**src/rtl/spi_cmd_trace_ctrl_if.sv**
```systemverilog
// Avalon-MM host port of the SPI command trace controller.
// The host drives address/read/write/writedata; the trace controller answers.
interface spi_cmd_trace_ctrl_if;
  logic [6:0]  address;
  logic        read;
  logic        write;
  logic [63:0] writedata;
  logic [63:0] readdata;
  logic        waitrequest;

  modport master (output address, read, write, writedata, input readdata, waitrequest);
  modport slave  (input address, read, write, writedata, output readdata, waitrequest);
endinterface

```
**src/rtl/spi_cmd_trace_ctrl.sv**
```systemverilog
// SPI command trace capture controller: filters accepted commands into a ring-buffer
// log RAM and arbitrates that single-port RAM with Avalon-MM host reads and CSRs.
module spi_cmd_trace_ctrl #(
  parameter int DEPTH_LOG2 = 6,
  parameter int CMD_W      = 6,
  parameter int ARG_W      = 32
) (
  input  logic                      clock,
  input  logic                      reset,
  input  logic [CMD_W-1:0]          io_Command,
  input  logic [ARG_W-1:0]          io_CommandArgument,
  input  logic                      io_ReadSuccess,
  spi_cmd_trace_ctrl_if.slave       io_Avalon,
  output logic [DEPTH_LOG2-1:0]     ram_addr,
  output logic [CMD_W+ARG_W-1:0]    ram_wdata,
  output logic                      ram_we,
  output logic                      ram_re,
  input  logic [CMD_W+ARG_W-1:0]    ram_rdata,
  output logic                      irq
);
  localparam int W     = CMD_W + ARG_W;
  localparam int CNT_W = DEPTH_LOG2 + 1;
  localparam logic [CNT_W-1:0] FULL_CNT = CNT_W'(1 << DEPTH_LOG2);

  typedef enum logic [1:0] {IDLE = 2'd0, CAP_WR = 2'd1, H_RD = 2'd2, H_RSP = 2'd3} state_t;

  state_t                state_r;
  logic [DEPTH_LOG2-1:0] wr_ptr_r;
  logic [CNT_W-1:0]      count_r;
  logic [CNT_W-1:0]      thresh_r;
  logic                  full_r, ovf_r, armed_r, wrap_r, filt_en_r;
  logic                  pending_r, rs_hist_r, irq_en_r;
  logic [CMD_W-1:0]      filt_cmd_r;
  logic [15:0]           dropped_r;

  logic                  event_s, log_sel_s, log_hit_s, csr_wr_s, clear_s;
  logic                  drop_evt_s, drop_wr_s;
  logic [DEPTH_LOG2-1:0] offset_s;
  logic [1:0]            csr_sel_s;
  logic [16:0]           dropped_sum_s;
  logic [63:0]           csr_rd_s;
  logic [63:0]           wd_s;

  // Event detection, host decode, drop accounting and CSR read mux
  always_comb begin
    wd_s          = io_Avalon.writedata;
    offset_s      = io_Avalon.address[DEPTH_LOG2-1:0];
    log_sel_s     = io_Avalon.address[6];
    csr_sel_s     = io_Avalon.address[1:0];
    log_hit_s     = io_Avalon.read & log_sel_s & ({1'b0, offset_s} < count_r);
    event_s       = io_ReadSuccess & ~rs_hist_r & armed_r &
                    (~filt_en_r | (io_Command == filt_cmd_r));
    csr_wr_s      = io_Avalon.write & ~log_sel_s;
    clear_s       = csr_wr_s & (csr_sel_s == 2'd0) & wd_s[3];
    drop_evt_s    = event_s & pending_r & ~clear_s;
    // A CAP_WR cycle without a write strobe is a suppressed (stop-mode full) write
    drop_wr_s     = (state_r == CAP_WR) & ~ram_we & ~clear_s;
    dropped_sum_s = {1'b0, dropped_r} + {16'd0, drop_evt_s} + {16'd0, drop_wr_s};

    csr_rd_s = 64'd0;
    case (csr_sel_s)
      2'd0: begin
        csr_rd_s[0]          = armed_r;
        csr_rd_s[1]          = wrap_r;
        csr_rd_s[2]          = filt_en_r;
        csr_rd_s[8 +: CMD_W] = filt_cmd_r;
      end
      2'd1: begin
        csr_rd_s[CNT_W-1:0]       = count_r;
        csr_rd_s[16 +: DEPTH_LOG2] = wr_ptr_r;
        csr_rd_s[24]              = full_r;
        csr_rd_s[25]              = ovf_r;
        csr_rd_s[26]              = armed_r;
        csr_rd_s[27]              = pending_r;
        csr_rd_s[31:28]           = {2'b00, state_r};
      end
      2'd2: csr_rd_s[15:0] = dropped_r;
      2'd3: begin
        csr_rd_s[CNT_W-1:0] = thresh_r;
        csr_rd_s[8]         = irq_en_r;
      end
      default: csr_rd_s = 64'd0;
    endcase

    if (io_Avalon.read & log_sel_s) begin
      io_Avalon.readdata = (state_r == H_RSP) ? {{(64-W){1'b0}}, ram_rdata} : 64'd0;
    end else if (io_Avalon.read) begin
      io_Avalon.readdata = csr_rd_s;
    end else begin
      io_Avalon.readdata = 64'd0;
    end
    io_Avalon.waitrequest = log_hit_s & (state_r != H_RSP);
  end

  // Capture/host arbitration FSM, ring pointers, CSRs and registered RAM/irq outputs
  always_ff @(posedge clock) begin
    if (reset) begin
      state_r    <= IDLE;
      wr_ptr_r   <= '0;
      count_r    <= '0;
      thresh_r   <= '0;
      full_r     <= 1'b0;
      ovf_r      <= 1'b0;
      armed_r    <= 1'b0;
      wrap_r     <= 1'b0;
      filt_en_r  <= 1'b0;
      filt_cmd_r <= '0;
      pending_r  <= 1'b0;
      rs_hist_r  <= 1'b1;
      irq_en_r   <= 1'b0;
      dropped_r  <= 16'd0;
      ram_addr   <= '0;
      ram_wdata  <= '0;
      ram_we     <= 1'b0;
      ram_re     <= 1'b0;
      irq        <= 1'b0;
    end else begin
      rs_hist_r <= io_ReadSuccess;
      ram_we    <= 1'b0;
      ram_re    <= 1'b0;
      irq       <= irq_en_r & (thresh_r != CNT_W'(0)) & (count_r >= thresh_r);
      dropped_r <= dropped_sum_s[16] ? 16'hFFFF : dropped_sum_s[15:0];
      if (event_s & ~pending_r) begin
        pending_r <= 1'b1;
        ram_wdata <= {io_Command, io_CommandArgument};
      end

      case (state_r)
        IDLE: begin
          if (pending_r) begin
            state_r  <= CAP_WR;
            ram_addr <= wr_ptr_r;
            ram_we   <= ~((count_r == FULL_CNT) & ~wrap_r);
          end else if (log_hit_s) begin
            state_r  <= H_RD;
            ram_re   <= 1'b1;
            ram_addr <= wr_ptr_r - count_r[DEPTH_LOG2-1:0] + offset_s;
          end else begin
            state_r <= IDLE;
          end
        end
        CAP_WR: begin
          state_r   <= IDLE;
          pending_r <= 1'b0;
          if (ram_we) begin
            wr_ptr_r <= wr_ptr_r + DEPTH_LOG2'(1);
            if (count_r != FULL_CNT) begin
              count_r <= count_r + CNT_W'(1);
              if ((count_r == FULL_CNT - CNT_W'(1)) && !wrap_r) begin
                full_r  <= 1'b1;
                armed_r <= 1'b0;
              end
            end else begin
              ovf_r <= 1'b1;
            end
          end
        end
        H_RD:    state_r <= H_RSP;
        H_RSP:   state_r <= IDLE;
        default: state_r <= IDLE;
      endcase

      // CSR writes come last so a clear overrides capture bookkeeping
      if (csr_wr_s) begin
        case (csr_sel_s)
          2'd0: begin
            wrap_r     <= wd_s[1];
            filt_en_r  <= wd_s[2];
            filt_cmd_r <= wd_s[8 +: CMD_W];
            if (wd_s[3]) begin
              armed_r   <= wd_s[0];
              wr_ptr_r  <= '0;
              count_r   <= '0;
              full_r    <= 1'b0;
              ovf_r     <= 1'b0;
              dropped_r <= 16'd0;
              pending_r <= 1'b0;
            end else begin
              armed_r <= wd_s[0] & ~(full_r & ~wrap_r);
            end
          end
          2'd3: begin
            thresh_r <= wd_s[CNT_W-1:0];
            irq_en_r <= wd_s[8];
          end
          default: begin
          end
        endcase
      end
    end
  end
endmodule
```
**src/flat_wrapper.sv**
```systemverilog
// flat-port wrapper written by rule: the top's interface ports become plain ports
module spi_cmd_trace_ctrl_flat 
#(
  parameter int DEPTH_LOG2 = 6,
  parameter int CMD_W      = 6,
  parameter int ARG_W      = 32
)
  (clock, reset, io_Command, io_CommandArgument, io_ReadSuccess, ram_addr, ram_wdata, ram_we, ram_re, ram_rdata, irq, io_Avalon_address, io_Avalon_read, io_Avalon_write, io_Avalon_writedata, io_Avalon_readdata, io_Avalon_waitrequest);
  spi_cmd_trace_ctrl_if io_Avalon_i ();
  input  logic clock;
  input  logic reset;
  input  logic [CMD_W-1:0] io_Command;
  input  logic [ARG_W-1:0] io_CommandArgument;
  input  logic io_ReadSuccess;
  output logic [DEPTH_LOG2-1:0] ram_addr;
  output logic [CMD_W+ARG_W-1:0] ram_wdata;
  output logic ram_we;
  output logic ram_re;
  input  logic [CMD_W+ARG_W-1:0] ram_rdata;
  output logic irq;
  input wire logic [$bits(io_Avalon_i.address)-1:0] io_Avalon_address;
  input wire logic [$bits(io_Avalon_i.read)-1:0] io_Avalon_read;
  input wire logic [$bits(io_Avalon_i.write)-1:0] io_Avalon_write;
  input wire logic [$bits(io_Avalon_i.writedata)-1:0] io_Avalon_writedata;
  output wire logic [$bits(io_Avalon_i.readdata)-1:0] io_Avalon_readdata;
  output wire logic [$bits(io_Avalon_i.waitrequest)-1:0] io_Avalon_waitrequest;
  assign io_Avalon_i.address = io_Avalon_address;
  assign io_Avalon_i.read = io_Avalon_read;
  assign io_Avalon_i.write = io_Avalon_write;
  assign io_Avalon_i.writedata = io_Avalon_writedata;
  assign io_Avalon_readdata = io_Avalon_i.readdata;
  assign io_Avalon_waitrequest = io_Avalon_i.waitrequest;
  spi_cmd_trace_ctrl #(.DEPTH_LOG2(DEPTH_LOG2), .CMD_W(CMD_W), .ARG_W(ARG_W)) u_core (.clock(clock), .reset(reset), .io_Command(io_Command), .io_CommandArgument(io_CommandArgument), .io_ReadSuccess(io_ReadSuccess), .io_Avalon(io_Avalon_i), .ram_addr(ram_addr), .ram_wdata(ram_wdata), .ram_we(ram_we), .ram_re(ram_re), .ram_rdata(ram_rdata), .irq(irq));
endmodule
```
**config.mk**
```make
export PLATFORM = sky130hd
export DESIGN_NAME = spi_cmd_trace_ctrl_flat
export DESIGN_NICKNAME = d
export VERILOG_FILES = /design/src/rtl/spi_cmd_trace_ctrl_if.sv /design/src/rtl/spi_cmd_trace_ctrl.sv /design/src/flat_wrapper.sv
export SDC_FILE = /design/constraint.sdc
export NUM_CORES = 1
export LEC_CHECK = 0
export ABC_CLOCK_PERIOD_IN_PS = 5400
export CAP_MARGIN = 10
export CELL_PAD_IN_SITES_DETAIL_PLACEMENT = 1
export CELL_PAD_IN_SITES_GLOBAL_PLACEMENT = 1
export CORE_MARGIN = 2
export CORE_UTILIZATION = 32
export DETAILED_ROUTE_END_ITERATION = 16
export HOLD_SLACK_MARGIN = 0.1
export PLACE_DENSITY_LB_ADDON = 0.1
export SLEW_MARGIN = 20
export SYNTH_ARGS = -nofsm -noshare
export SYNTH_HDL_FRONTEND = slang
export SYNTH_SLANG_ARGS = --single-unit
```
**constraint.sdc**
```tcl
create_clock -name clock -period 5.4 [get_ports clock]
set_input_delay 1.08 -clock clock [delete_from_list [all_inputs] [get_ports clock]]
set_output_delay 1.08 -clock clock [all_outputs]
set_load 0.05 [all_outputs]
```
Word-level counts from Yosys, hierarchy flattened
Cells that the tools add are included.
{"block": "word_totals", "out_inout_bits": 112, "ramBits": 0, "latchBits": 0, "mem_bits_ro": 0, "ff_bits": 99, "word_cells": 137, "memories": 0, "in_bits": 152}
{"block": "op_classes", "magnitude_cmp": 2, "bitwise": 30, "n_mux": 57, "shift": 0, "div_mod_pow": 0, "add_sub_neg": 6, "reduce_logical": 12, "multipliers": 0, "eq_ne": 11}
{"op": "2-to-1 mux 16 bit", "n": 4}
{"op": "2-to-1 mux 64 bit", "n": 1}
{"op": "2-to-1 mux 6 bit", "n": 9}
{"op": "2-to-1 mux 7 bit", "n": 6}
{"op": "2-to-1 mux 38 bit", "n": 1}
{"op": "2-to-1 mux 30 bit", "n": 1}
{"op": "2-to-1 mux 1 bit", "n": 27}
{"op": "AND 1 bit", "n": 19}
{"op": "adder 16 x 1 -> 17 bit", "n": 1}
{"op": "adder 17 x 1 -> 17 bit", "n": 1}
{"op": "case mux 3 bit (4 select lines)", "n": 1}
{"op": "case mux 4 bit (3 select lines)", "n": 1}
{"op": "NOT 1 bit", "n": 10}
{"op": "case mux 5 bit (2 select lines)", "n": 1}
{"op": "equality test 2 bit, second input constant", "n": 4}
{"op": "adder 7 x 1 -> 7 bit, second input constant", "n": 1}
{"op": "equality test 7 x 6 -> 1 bit, second input constant", "n": 1}
{"op": "equality test 7 bit, second input constant", "n": 1}
{"op": "greater-or-equal comparator 7 bit", "n": 1}
{"op": "< comparator 6 x 7 -> 1 bit", "n": 1}
{"op": "!= test 7 bit, second input constant", "n": 1}
{"op": "nonzero test 7 bit", "n": 1}
{"op": "adder 6 x 1 -> 6 bit, second input constant", "n": 1}
{"op": "adder 6 bit", "n": 1}
{"op": "other kinds (15)", "n": 22}

Logic depth before layout (Yosys ltp)
Gate-level depths: netlist of run 1.
{"block": "logic_depth", "depth_word": 12, "ltp_mapped": 12, "depth_no_buf": 12}

Least setup slack after synthesis of run 1
OpenSTA, ideal clock, no wires.
{"block": "synth_path", "kind": "in2out", "start": "input io_Avalon_address[1]", "end": "output io_Avalon_readdata[3]", "n_path_buf": 2, "t_required_ns": 4.320, "cell_stages": 6, "setup_slack_ns": 1.257, "arrival_ns": 3.063, "path_cell_list": "buf_2 -> buf_1 -> inv_1 -> nor2_1 -> a21oi_1 -> o21ai_0"}
{"block": "synth_via", "elab_chain_cells": 4, "word_cells_on_any_way": 6, "cone_classes": "3 x eq/ne; 3 x mux"}
{"element": "from (decl)", "line_no": "flat_wrapper.sv:21", "source": "input wire logic [$bits(io_Avalon_i.address)-1:0] io_Avalon_address;"}
{"element": "equality test 2 bit or equality test 2 x 1 -> 1 bit (tied branches)", "line_no": "spi_cmd_trace_ctrl.sv:61", "source": "case (csr_sel_s)"}
{"element": "case mux 4 bit (3 select lines) *", "line_no": "spi_cmd_trace_ctrl.sv:61"}
{"element": "2-to-1 mux 30 bit *", "line_no": "spi_cmd_trace_ctrl.sv:87", "source": "end else if (io_Avalon.read) begin"}
{"element": "2-to-1 mux 64 bit *", "line_no": "spi_cmd_trace_ctrl.sv:85", "source": "if (io_Avalon.read & log_sel_s) begin"}
{"element": "to (decl)", "line_no": "flat_wrapper.sv:25", "source": "output wire logic [$bits(io_Avalon_i.readdata)-1:0] io_Avalon_readdata;"}
Every way passes the cells marked *; elsewhere a longest branch is shown, timed or not.

Worst setup path in the final report of run 1
{"block": "layout_path", "start": "input io_Avalon_address[1]", "end": "output io_Avalon_readdata[18]"}
{"block": "layout_via", "elab_chain_cells": 4}
{"element": "equality test 2 x 1 -> 1 bit", "line_no": "spi_cmd_trace_ctrl.sv:61"}
{"element": "2-to-1 mux 6 bit", "line_no": "spi_cmd_trace_ctrl.sv:61"}
{"element": "2-to-1 mux 30 bit", "line_no": "spi_cmd_trace_ctrl.sv:87"}
{"element": "2-to-1 mux 64 bit", "line_no": "spi_cmd_trace_ctrl.sv:85"}
Every way passes these cells.

==> results of run 1 <==
-- logic make-up (layout without fill, tap and decap cells) --
| logic type | Yosys count | in the layout | share of synthesized area, % |
|---|---|---|---|
| mux | 53 | 53 | 10.2 |
| compound gates | 116 | 116 | 13.8 |
| fa+ha+maj | 28 | 28 | 7.08 |
| buf+inv | 98 | 246 | 8.65 |
| xor+xnor | 30 | 30 | 4.71 |
| simple gates | 245 | 245 | 20.0 |
| other cells | 1 | 26 | 0.0672 |
| flops | 99 | 99 | 35.5 |
-- synthesized netlist by cell type (2+ instances only) --
cell / number / area (um^2)
a211o_1: 4 / 35.0
a211oi_1: 11 / 82.6
a21o_1: 3 / 22.5
a21oi_1: 43 / 215
a22o_1: 15 / 131
a311oi_1: 4 / 35.0
a31oi_1: 2 / 12.5
a32o_1: 3 / 30.0
and2_1: 12 / 75.1
and3_1: 7 / 43.8
and4_1: 2 / 17.5
buf_1: 4 / 15.0
buf_2: 5 / 25.0
buf_4: 29 / 218
clkbuf_1: 23 / 86.3
dfxtp_1: 99 / 1980
fa_1: 6 / 120
ha_1: 22 / 275
inv_1: 36 / 135
mux2i_1: 50 / 500
mux4_2: 3 / 67.6
nand2_1: 134 / 503
nand2b_1: 5 / 31.3
nand3_1: 9 / 45.0
nand3b_1: 3 / 22.5
nand4_1: 12 / 75.1
nor2_1: 38 / 143
nor2b_1: 5 / 31.3
nor3_1: 8 / 40.0
nor4_1: 3 / 18.8
o21a_1: 4 / 30.0
o21ai_0: 18 / 90.1
o31a_1: 2 / 17.5
or2_2: 2 / 12.5
xnor2_1: 19 / 166
xor2_1: 11 / 96.3
-- path summary, 6_finish.rpt --
kind / start / endpoint / slack (ns) / cells past startpoint
worst min-delay path: u_core.ram_wdata[8] / u_core.ram_wdata[8] / 0.46 / 2
worst max register to register: u_core.filt_cmd_r[0] / u_core.dropped_r[7] / 2.38 / 13
worst min register to register: u_core.ram_wdata[8] / u_core.ram_wdata[8] / 0.46 / 2
worst max-delay path: io_Avalon_address[1] / io_Avalon_readdata[18] / 0.64 / 5
-- worst register-to-register path, stage by stage, from the launching register on --
cell and delay [ns]:
dfxtp_1 0.42, xnor2_1 0.15, nand4_1 0.12, o31a_1 0.31, nor2_1 0.15, and3_1 0.20, fa_1 0.27, ha_1 0.25
inv_1 0.07, nor2_1 0.10, buf_4 0.16, nand4_1 0.27, buf_4 0.28, a21oi_1 0.16
-- layer usage --
metal,vias up,global-route usage [%]
met2,141,34.6
li1,2569,-
met1,2539,24.1
met4,0,6.83
met3,21,3.17
met5,-,0
-- stage by stage --
stage	util, %	total power, mW	hold slack [ns]	std cells
CTS	45.6	1.67	0.460	1068
global route	45.6	1.72	0.480	1068
finish	45.6	1.65	0.459	1068
floorplan	-	0.908	0.441	695
detailed placement	43.9	1.01	0.449	1054
global placement	43.9	1.00	0.442	1054
-- final cells by class --
type | count | area, um^2 | share of cell area, %
Timing Repair Buffer | 195 | 1930 | 24.6
Inverter | 37 | 139 | 1.77
Tap cell | 225 | 282 | 3.59
Clock inverter | 4 | 51.3 | 0.654
Sequential cell | 99 | 1980 | 25.3
Multi-Input combinational cell | 498 | 3220 | 41.1
Clock buffer | 10 | 239 | 3.05
-- state kept, by name (all words and copies together), names as in the netlist --
register / flops
u_core.ram_addr: 6
u_core.ovf_r: 1
u_core.dropped_r: 16
u_core.full_r: 1
u_core.filt_en_r: 1
u_core.irq_en_r: 1
u_core.rs_hist_r: 1
u_core.wrap_r: 1
u_core.armed_r: 1
u_core.ram_we: 1
u_core.wr_ptr_r: 6
u_core.ram_wdata: 38
u_core.count_r: 7
u_core.state_r: 2
u_core.ram_re: 1
u_core.filt_cmd_r: 6
u_core.thresh_r: 7
u_core.irq: 1
u_core.pending_r: 1
-- where the power goes --
part	switching (mW)	total, mW	leakage (nW)	internal, mW
registers	0.00743	0.745	0.799	0.737
logic	0.140	0.246	1.94	0.106
clock network	0.288	0.656	0.141	0.368
==> out/metrics.yaml, run 1 <==
cells_and_area:
  fillers: 2044
  final_cell_mix: "clkdlybuf4s50_1, nand2_1, dfxtp_1"
  syn_to_final_growth_pct: 40.4
  final_nets: 1020
  fin_area_um2: 7840
  drive_gt1_share_pct: 4.03
  final_common_cell: "clkdlybuf4s50_1"
  insertedDiodeCount: 0
status:
  status: "complete, no violations"
critical_path:
  cp-end-kind: "output port"
  cp_cell_sequence: "clkdlybuf4s50_1 > nor2b_1 > and2_1 > a22o_1 > clkdlybuf4s50_1"
  critPathMaxStageDelay_ns: 0.82
  cp_top_family: "buffers and inverters"
  crit_arrival_ns: 3.68
  path_common_cell: "clkdlybuf4s50_1"
  critPathBufInv: 2
  path_class: "input pin to output port"
  crit_path_start_kind: "input pin"
  path_max_fanout: 12
  worst_path_max_delay_cell: "clkdlybuf4s50_1"
  required_ns: 4.32
die:
  ios: 264
  initial_core_util_pct: 32.5
  die_w_um: 136
  die_y_um: 136
  row_count: 48
  dieArea_um2: 18500
  core_area_um2: 17200
synth:
  synth_edf_count: 0
  synthFlopType: "dfxtp_1"
  syn_inst: 670
  syn_area_per_cell_um2: 8.33
  async_reset_ff_share_pct: 0
  yosys_warnings: 0
  synth_cell_types: 50
  yosysSeqAreaShare_pct: 35.5
  synth_seq_cells: 99
  synth_area_um2: 5580
clock_tree:
  cts_resized: 0
  hold_buffers: 0
  post-cts-setup-buffers: 0
  clkSinkCount: 99
  path_clk_slew_ns: 0.06
  clock_tree.buffer_depth: 2
  clock-root-buffer: "clkbuf_16"
  cts_tree: "yes"
  h-tree-depth: 3
  cts_buffers: 9
  insertion_delay_ns: 0.35
place:
  dp_worst_setup_slack_ns: 0.639
  gp_congestion: 0.879
  placedInstanceArea_um2: 7550
  dp_hpwl_um: 14300
  port-buffer-count: 186
global_route:
  grt_overflow: 0
  grt_usage_pct: 19.6
  grt_max_degree: 79
  grt_pass1_vias: 5473
  antenna_found_initial: 0
  grt_first_pass_wirelength_um: 28500
pwr:
  power_leakage_nw: 2.87
  irDropWorstVdd_v: 0.000146
  p_per_area_nw_per_um2: 210
timing:
  finalWorstSetupSlack_ns: 0.643
  max_freq_ghz: 0.210
  worstMarginPinSlew_ns: 0.970
  finalSetupViolCount: 0
  final.min_clock_period_ns: 4.76
  rsz0062_at_grt: "no"
  finalSetupTns_ns: 0
  max_slew_margin_pct: 35.2
  hold_violations: 0
  finalCritPeriodShare_pct: 88.1
  finClkSkew_ns: 0.00657
  maxSlewViolCount: 0
detailed_routing:
  drt_drc_violations_left: 0
  drt_iter0_drc: 183
  vias: 5270
  wl_met3_um: 980
  ant_nets: 0
  met1_length_um: 7940
  first_pass_iters: 4
  wl_per_cell_um: 17.0
  avgViaCountPerCell: 4.93
  top_layer_used: "met4"
  wl_met2_um: 8920
  wl_um: 18200
hold_path:
  hp-class: "flop to flop"
job:
  drv_cap: 0
Power figures use the tool's default switching activity.
==> inputs of run 2 (changes only) <==
--- a/config.mk
+++ b/config.mk
@@ -5,13 +5,14 @@
 export SDC_FILE = /design/constraint.sdc
 export NUM_CORES = 1
 export LEC_CHECK = 0
-export ABC_CLOCK_PERIOD_IN_PS = 5400
+export ABC_CLOCK_PERIOD_IN_PS = 5500
 export CAP_MARGIN = 10
 export CELL_PAD_IN_SITES_DETAIL_PLACEMENT = 1
 export CELL_PAD_IN_SITES_GLOBAL_PLACEMENT = 1
 export CORE_MARGIN = 2
 export CORE_UTILIZATION = 32
 export DETAILED_ROUTE_END_ITERATION = 16
+export GPL_TIMING_DRIVEN = 0
 export HOLD_SLACK_MARGIN = 0.1
 export PLACE_DENSITY_LB_ADDON = 0.1
 export SLEW_MARGIN = 20
==> constraint.sdc (replaced) <==
create_clock -name clock -period 5.5 [get_ports clock]
set_input_delay 1.1 -clock clock [delete_from_list [all_inputs] [get_ports clock]]
set_output_delay 1.1 -clock clock [all_outputs]
set_load 0.05 [all_outputs]
==> out/metrics.yaml, run 2 (synthesized netlist as in run 1, its figures left out) <==
clock_tree:
  cts_buffers: 9  # unchanged
  clkSinkCount: 99  # unchanged
  cts_tree: "yes"
  clock-root-buffer: "clkbuf_16"
  hold_buffers: 0  # unchanged
  path_clk_slew_ns: 0.07  # about the same
  insertion_delay_ns: 0.35  # about the same
  cts_resized: 0  # unchanged
  clock_tree.buffer_depth: 2  # unchanged
  post-cts-setup-buffers: 0  # unchanged
  h-tree-depth: 3  # unchanged
pwr:
  irDropWorstVdd_v: 0.000152  # +4.4%
  p_per_area_nw_per_um2: 204  # -2.8%
  power_leakage_nw: 3.05  # +6.0%
die:
  die_y_um: 136  # unchanged
  dieArea_um2: 18500  # unchanged
  die_w_um: 136  # unchanged
  ios: 264  # unchanged
  core_area_um2: 17200  # unchanged
  row_count: 48  # unchanged
  initial_core_util_pct: 32.5  # unchanged
cells_and_area:
  largest_reg_flops: 38  # unchanged
  largest-register: "u_core.ram_wdata"
  final_cell_mix: "clkdlybuf4s50_1, nand2_1, dfxtp_1"
  syn_to_final_growth_pct: 45.5
  top_regs: "u_core.ram_wdata (38), u_core.dropped_r (16)"
  drive_gt1_share_pct: 6.25  # +2.2 points
  fin_area_um2: 8120  # +3.6%
  insertedDiodeCount: 0  # unchanged
  final_nets: 1072  # +5.1%
  final_common_cell: "clkdlybuf4s50_1"
timing:
  finClkSkew_ns: 0.00774  # +0.00116 ns
  final.min_clock_period_ns: 5.06
  hold_violations: 0  # unchanged
  maxSlewViolCount: 0  # unchanged
  max_freq_ghz: 0.198
  worstMarginPinSlew_ns: 0.636  # -0.334 ns
  rsz0062_at_grt: "no"
  max_slew_margin_pct: 57.6  # +22 points
  finalCritPeriodShare_pct: 91.9
  finalSetupTns_ns: 0  # unchanged
  finalSetupViolCount: 0  # unchanged
global_route:
  antenna_found_initial: 0  # unchanged
  grt_overflow: 0  # unchanged
  grt_first_pass_wirelength_um: 29800  # +4.5%
  grt_usage_pct: 20.7  # +1.1 points
  grt_pass1_vias: 5636  # +3.0%
  grt_max_degree: 16  # -80%
detailed_routing:
  wl_um: 19200  # +5.4%
  avgViaCountPerCell: 4.92  # -0.30%
  drt_iter0_drc: 281  # +54%
  first_pass_iters: 4  # unchanged
  drt_drc_violations_left: 0  # unchanged
  vias: 5515  # +4.6%
  ant_nets: 0  # unchanged
  wl_per_cell_um: 17.1  # +0.41%
job:
  drv_cap: 0  # unchanged
status:
  status: "complete, no violations"
place:
  placedInstanceArea_um2: 7820  # +3.6%
  gp_congestion: 0.870  # -0.99%
  dp_hpwl_um: 15700  # +9.8%
  port-buffer-count: 186  # unchanged
critical_path:
  cp-end-kind: "output port"
  ff2ff_path_depth: 12  # -1
  crit_arrival_ns: 3.96  # +0.28 ns
  r2r_setup_slack_ns: 2.33  # -0.05 ns
  crit_path_start_kind: "input pin"
  r2r-end: "u_core.dropped_r[11]"
  required_ns: 4.40  # +0.08 ns
  reg2reg_from: "u_core.filt_cmd_r[0]"
  worstSetupStartpoint: "io_Avalon_address[1]"
  crit_path_end: "io_Avalon_readdata[4]"
  path_max_fanout: 10  # -2
  path_class: "input pin to output port"
hold_path:
  hp-class: "flop to flop"
  hold_depth: 2  # unchanged
## run 2: per-layer routing
metal / up-vias / GRT usage, % / part of all wire [%]
li1: 2686 / - / -
met3: 20 / 3.24 / 6.1
met1: 2650 / 25.9 / 43
met2: 159 / 36.4 / 49
met5: - / 0 / 0
met4: 0 / 6.31 / 1.5
## run 2: worst min-delay path by stage
stage / startpoint / endpoint
2_1_floorplan: u_core.ovf_r / u_core.ovf_r
3_3_place_gp: u_core.ram_wdata[2] / u_core.ram_wdata[2]
3_5_place_dp: u_core.ram_wdata[2] / u_core.ram_wdata[2]
4_1_cts: u_core.ram_wdata[2] / u_core.ram_wdata[2]
5_1_grt: u_core.ram_wdata[18] / u_core.ram_wdata[18]
6_report: u_core.ram_wdata[2] / u_core.ram_wdata[2]
## run 2: through the flow
stage / worst slack, ns / total power [mW] / instances / utilization (%) / hold slack, ns
after floorplan: 1.32 / 0.891 / 695 / - / 0.441
after global placement: 0.411 / 1.00 / 1106 / 45.5 / 0.441
after detailed placement: 0.400 / 1.01 / 1106 / 45.5 / 0.449
after CTS: 0.417 / 1.67 / 1121 / 47.3 / 0.460
after global routing: 0.255 / 1.72 / 1121 / 47.3 / 0.486
final: 0.444 / 1.66 / 1121 / 47.3 / 0.455
## run 2: report_power, final
group          total (mW)  switching, mW  internal [mW]
logic               0.264          0.145          0.119
clock network       0.665          0.288          0.377
registers           0.729        0.00530          0.724
## run 2: worst max-delay path, stage by stage
cell and delay [ns]:
clkdlybuf4s50_1 0.51, buf_2 0.22, buf_1 0.51, inv_1 0.33
nor2_1 0.20, a21oi_1 0.06, o21ai_0 0.18, clkdlybuf4s50_1 0.85
## run 2: final cells by class
cell class / instances / area, um^2
multi-input cells: 498 / 3210
clock inverters: 3 / 47.5
inverters: 37 / 139
well taps: 225 / 282
clock buffers: 12 / 256
flip-flops and latches: 99 / 1980
repair buffers: 186 / 1860
fillers: 2061 / 9050
plain buffers: 61 / 344
==> inputs of run 3 (changes only) <==
--- a/config.mk
+++ b/config.mk
@@ -5,12 +5,12 @@
 export SDC_FILE = /design/constraint.sdc
 export NUM_CORES = 1
 export LEC_CHECK = 0
-export ABC_CLOCK_PERIOD_IN_PS = 5500
+export ABC_CLOCK_PERIOD_IN_PS = 5800
 export CAP_MARGIN = 10
 export CELL_PAD_IN_SITES_DETAIL_PLACEMENT = 1
 export CELL_PAD_IN_SITES_GLOBAL_PLACEMENT = 1
 export CORE_MARGIN = 2
-export CORE_UTILIZATION = 32
+export CORE_UTILIZATION = 29
 export DETAILED_ROUTE_END_ITERATION = 16
 export GPL_TIMING_DRIVEN = 0
 export HOLD_SLACK_MARGIN = 0.1
==> constraint.sdc (replaced) <==
create_clock -name clock -period 5.8 [get_ports clock]
set_input_delay 1.16 -clock clock [delete_from_list [all_inputs] [get_ports clock]]
set_output_delay 1.16 -clock clock [all_outputs]
set_load 0.05 [all_outputs]
==> out/metrics.yaml, run 3 (synthesized netlist as in run 1, its figures left out) <==
cells_and_area:
  largest-register: "u_core.ram_wdata"
  largest_reg_flops: 38  # unchanged
  final_common_cell: "clkdlybuf4s50_1"
  insertedDiodeCount: 0  # unchanged
  syn_to_final_growth_pct: 44.9
  fin_util_pct: 43.1  # -4.2 points
  top_regs: "u_core.ram_wdata (38), u_core.dropped_r (16)"
  fillers: 2240  # +8.7%
  final_cell_mix: "clkdlybuf4s50_1, nand2_1, dfxtp_1"
  drive_gt1_share_pct: 6.25  # unchanged
  final_nets: 1072  # unchanged
  stdcell_count: 1130  # +0.80%
clock_tree:
  clkSinkCount: 99  # unchanged
  path_clk_slew_ns: 0.06  # about the same
  hold_buffers: 0  # unchanged
  cts_resized: 0  # unchanged
  insertion_delay_ns: 0.35  # about the same
  cts_tree: "yes"
  clock_tree.buffer_depth: 2  # unchanged
  clock-root-buffer: "clkbuf_16"
  h-tree-depth: 3  # unchanged
  post-cts-setup-buffers: 0  # unchanged
  cts_buffers: 9  # unchanged
detailed_routing:
  wl_um: 19400  # +1.1%
  vias: 5429  # -1.6%
  drt_drc_violations_left: 0  # unchanged
  first_pass_iters: 4  # unchanged
  avgViaCountPerCell: 4.80  # -2.3%
  ant_nets: 0  # unchanged
  drt_iter0_drc: 221  # -21%
  wl_per_cell_um: 17.2  # +0.28%
status:
  status: "complete, no violations"
die:
  core_area_um2: 18800  # +9.3%
  die_w_um: 143  # +4.9%
  die_y_um: 143  # +4.9%
  ios: 264  # unchanged
  dieArea_um2: 20400  # +10%
  row_count: 50  # +4.2%
  initial_core_util_pct: 29.7  # -2.8 points
critical_path:
  path_common_cell: "clkdlybuf4s50_1"
  path_max_fanout: 10  # unchanged
  critPathMaxStageDelay_ns: 0.84  # about the same
  crit_arrival_ns: 4.09  # +0.13 ns
  cp-end-kind: "output port"
  path_class: "input pin to output port"
  required_ns: 4.64  # +0.24 ns
  r2r-end: "u_core.dropped_r[11]"
  ff2ff_path_depth: 12  # unchanged
  r2r_setup_slack_ns: 2.70  # +0.37 ns
  reg2reg_from: "u_core.filt_cmd_r[2]"
  cp_cell_sequence: "clkdlybuf4s50_1 > buf_2 > buf_1 > inv_1 > nor2_1 > a21oi_1 > o21ai_0 > clkdlybuf4s50_1"
  crit_path_start_kind: "input pin"
  worst_path_max_delay_cell: "clkdlybuf4s50_1"
timing:
  worstMarginPinSlew_ns: 0.723  # +0.0865 ns
  finalSetupViolCount: 0  # unchanged
  hold_ws_ns: 0.458  # +0.00277 ns
  finalSetupTns_ns: 0  # unchanged
  rsz0062_at_grt: "no"
  finClkSkew_ns: 0.0102  # +0.00242 ns
  finalCritPeriodShare_pct: 90.5
  max_slew_margin_pct: 51.3  # -6.3 points
  hold_violations: 0  # unchanged
  maxSlewViolCount: 0  # unchanged
  max_freq_ghz: 0.191
  final.min_clock_period_ns: 5.25
  finalWorstSetupSlack_ns: 0.551  # +0.107 ns
global_route:
  grt_max_degree: 16  # unchanged
  grt_usage_pct: 19.0  # -1.7 points
  grt_overflow: 0  # unchanged
  grt_pass1_vias: 5643  # +0.12%
  antenna_found_initial: 0  # unchanged
  grt_first_pass_wirelength_um: 30500  # +2.3%
hold_path:
  worstHoldStart: "u_core.ram_wdata[13]"
  hp-class: "flop to flop"
  hold_depth: 2  # unchanged
  holdPathEnd: "u_core.ram_wdata[13]"
pwr:
  power_leakage_nw: 3.03  # -0.68%
  p_per_area_nw_per_um2: 184  # -9.8%
  irDropWorstVdd_v: 0.000121  # -20%
job:
  drv_cap: 0  # unchanged
place:
  dp_worst_setup_slack_ns: 0.620  # +0.220 ns
  gp_congestion: 0.916  # +5.2%
  placed_cells: 1115  # +0.81%
  port-buffer-count: 186  # unchanged
  dp_hpwl_um: 15800  # +0.85%
## run 3: cell count changes in the layout (fill, tap and decap cells not counted)
cell	change
bufinv_16	-1
clkbuf_8	-2
clkinv_2	+3
clkinv_4	-1
clkinvlp_4	+1
## run 3: layer usage
layer,part of all wire (%),track usage (%),vias to the layer above
li1,-,-,2676
met1,45,25.0,2584
met2,48,32.9,151
met3,5.6,2.72,18
met4,1.4,4.53,0
met5,0,0,-
## run 3: per-stage QoR
step           area [um^2]  total power [mW]
2_1_floorplan         5680             0.845
3_3_place_gp          7830             0.953
3_5_place_dp          7830             0.958
4_1_cts               8090              1.51
5_1_grt               8090              1.56
6_report              8090              1.49
## run 3: report_power, final
group | switching [mW] | internal [mW] | leakage [nW] | total, mW
Combinational | 0.139 | 0.113 | 2.10 | 0.251
Clock | 0.258 | 0.287 | 0.128 | 0.546
Sequential | 0.00509 | 0.686 | 0.799 | 0.692
Total | 0.402 | 1.09 | 3.03 | 1.49
## run 3: layout make-up
class | count | area (um^2) | area share (%)
Clock buffer | 10 | 229 | 2.83
Sequential cell | 99 | 1980 | 24.5
Clock inverter | 5 | 31.3 | 0.387
Buffer | 61 | 344 | 4.25
Timing Repair Buffer | 186 | 1860 | 23.0
Tap cell | 234 | 293 | 3.62
Multi-Input combinational cell | 498 | 3210 | 39.7
Inverter | 37 | 139 | 1.72
## run 3: how the worst max path moves through the flow
stage	from	endpoint	slack, ns	cells past startpoint
2_1_floorplan	io_Avalon_address[1]	io_Avalon_readdata[3]	1.50	6
3_3_place_gp	io_Avalon_address[1]	io_Avalon_readdata[4]	0.59	8
3_5_place_dp	io_Avalon_address[1]	io_Avalon_readdata[4]	0.62	8
4_1_cts	io_Avalon_address[1]	io_Avalon_readdata[4]	0.59	8
5_1_grt	io_Avalon_address[1]	io_Avalon_readdata[4]	0.41	8
6_report	io_Avalon_address[1]	io_Avalon_readdata[4]	0.55	8
## run 3: critical path: cells and delay by family
kind            cells  cell delay (ns)
simple gates        1             0.22
compound gates      2             0.24
buf+inv             5             2.46
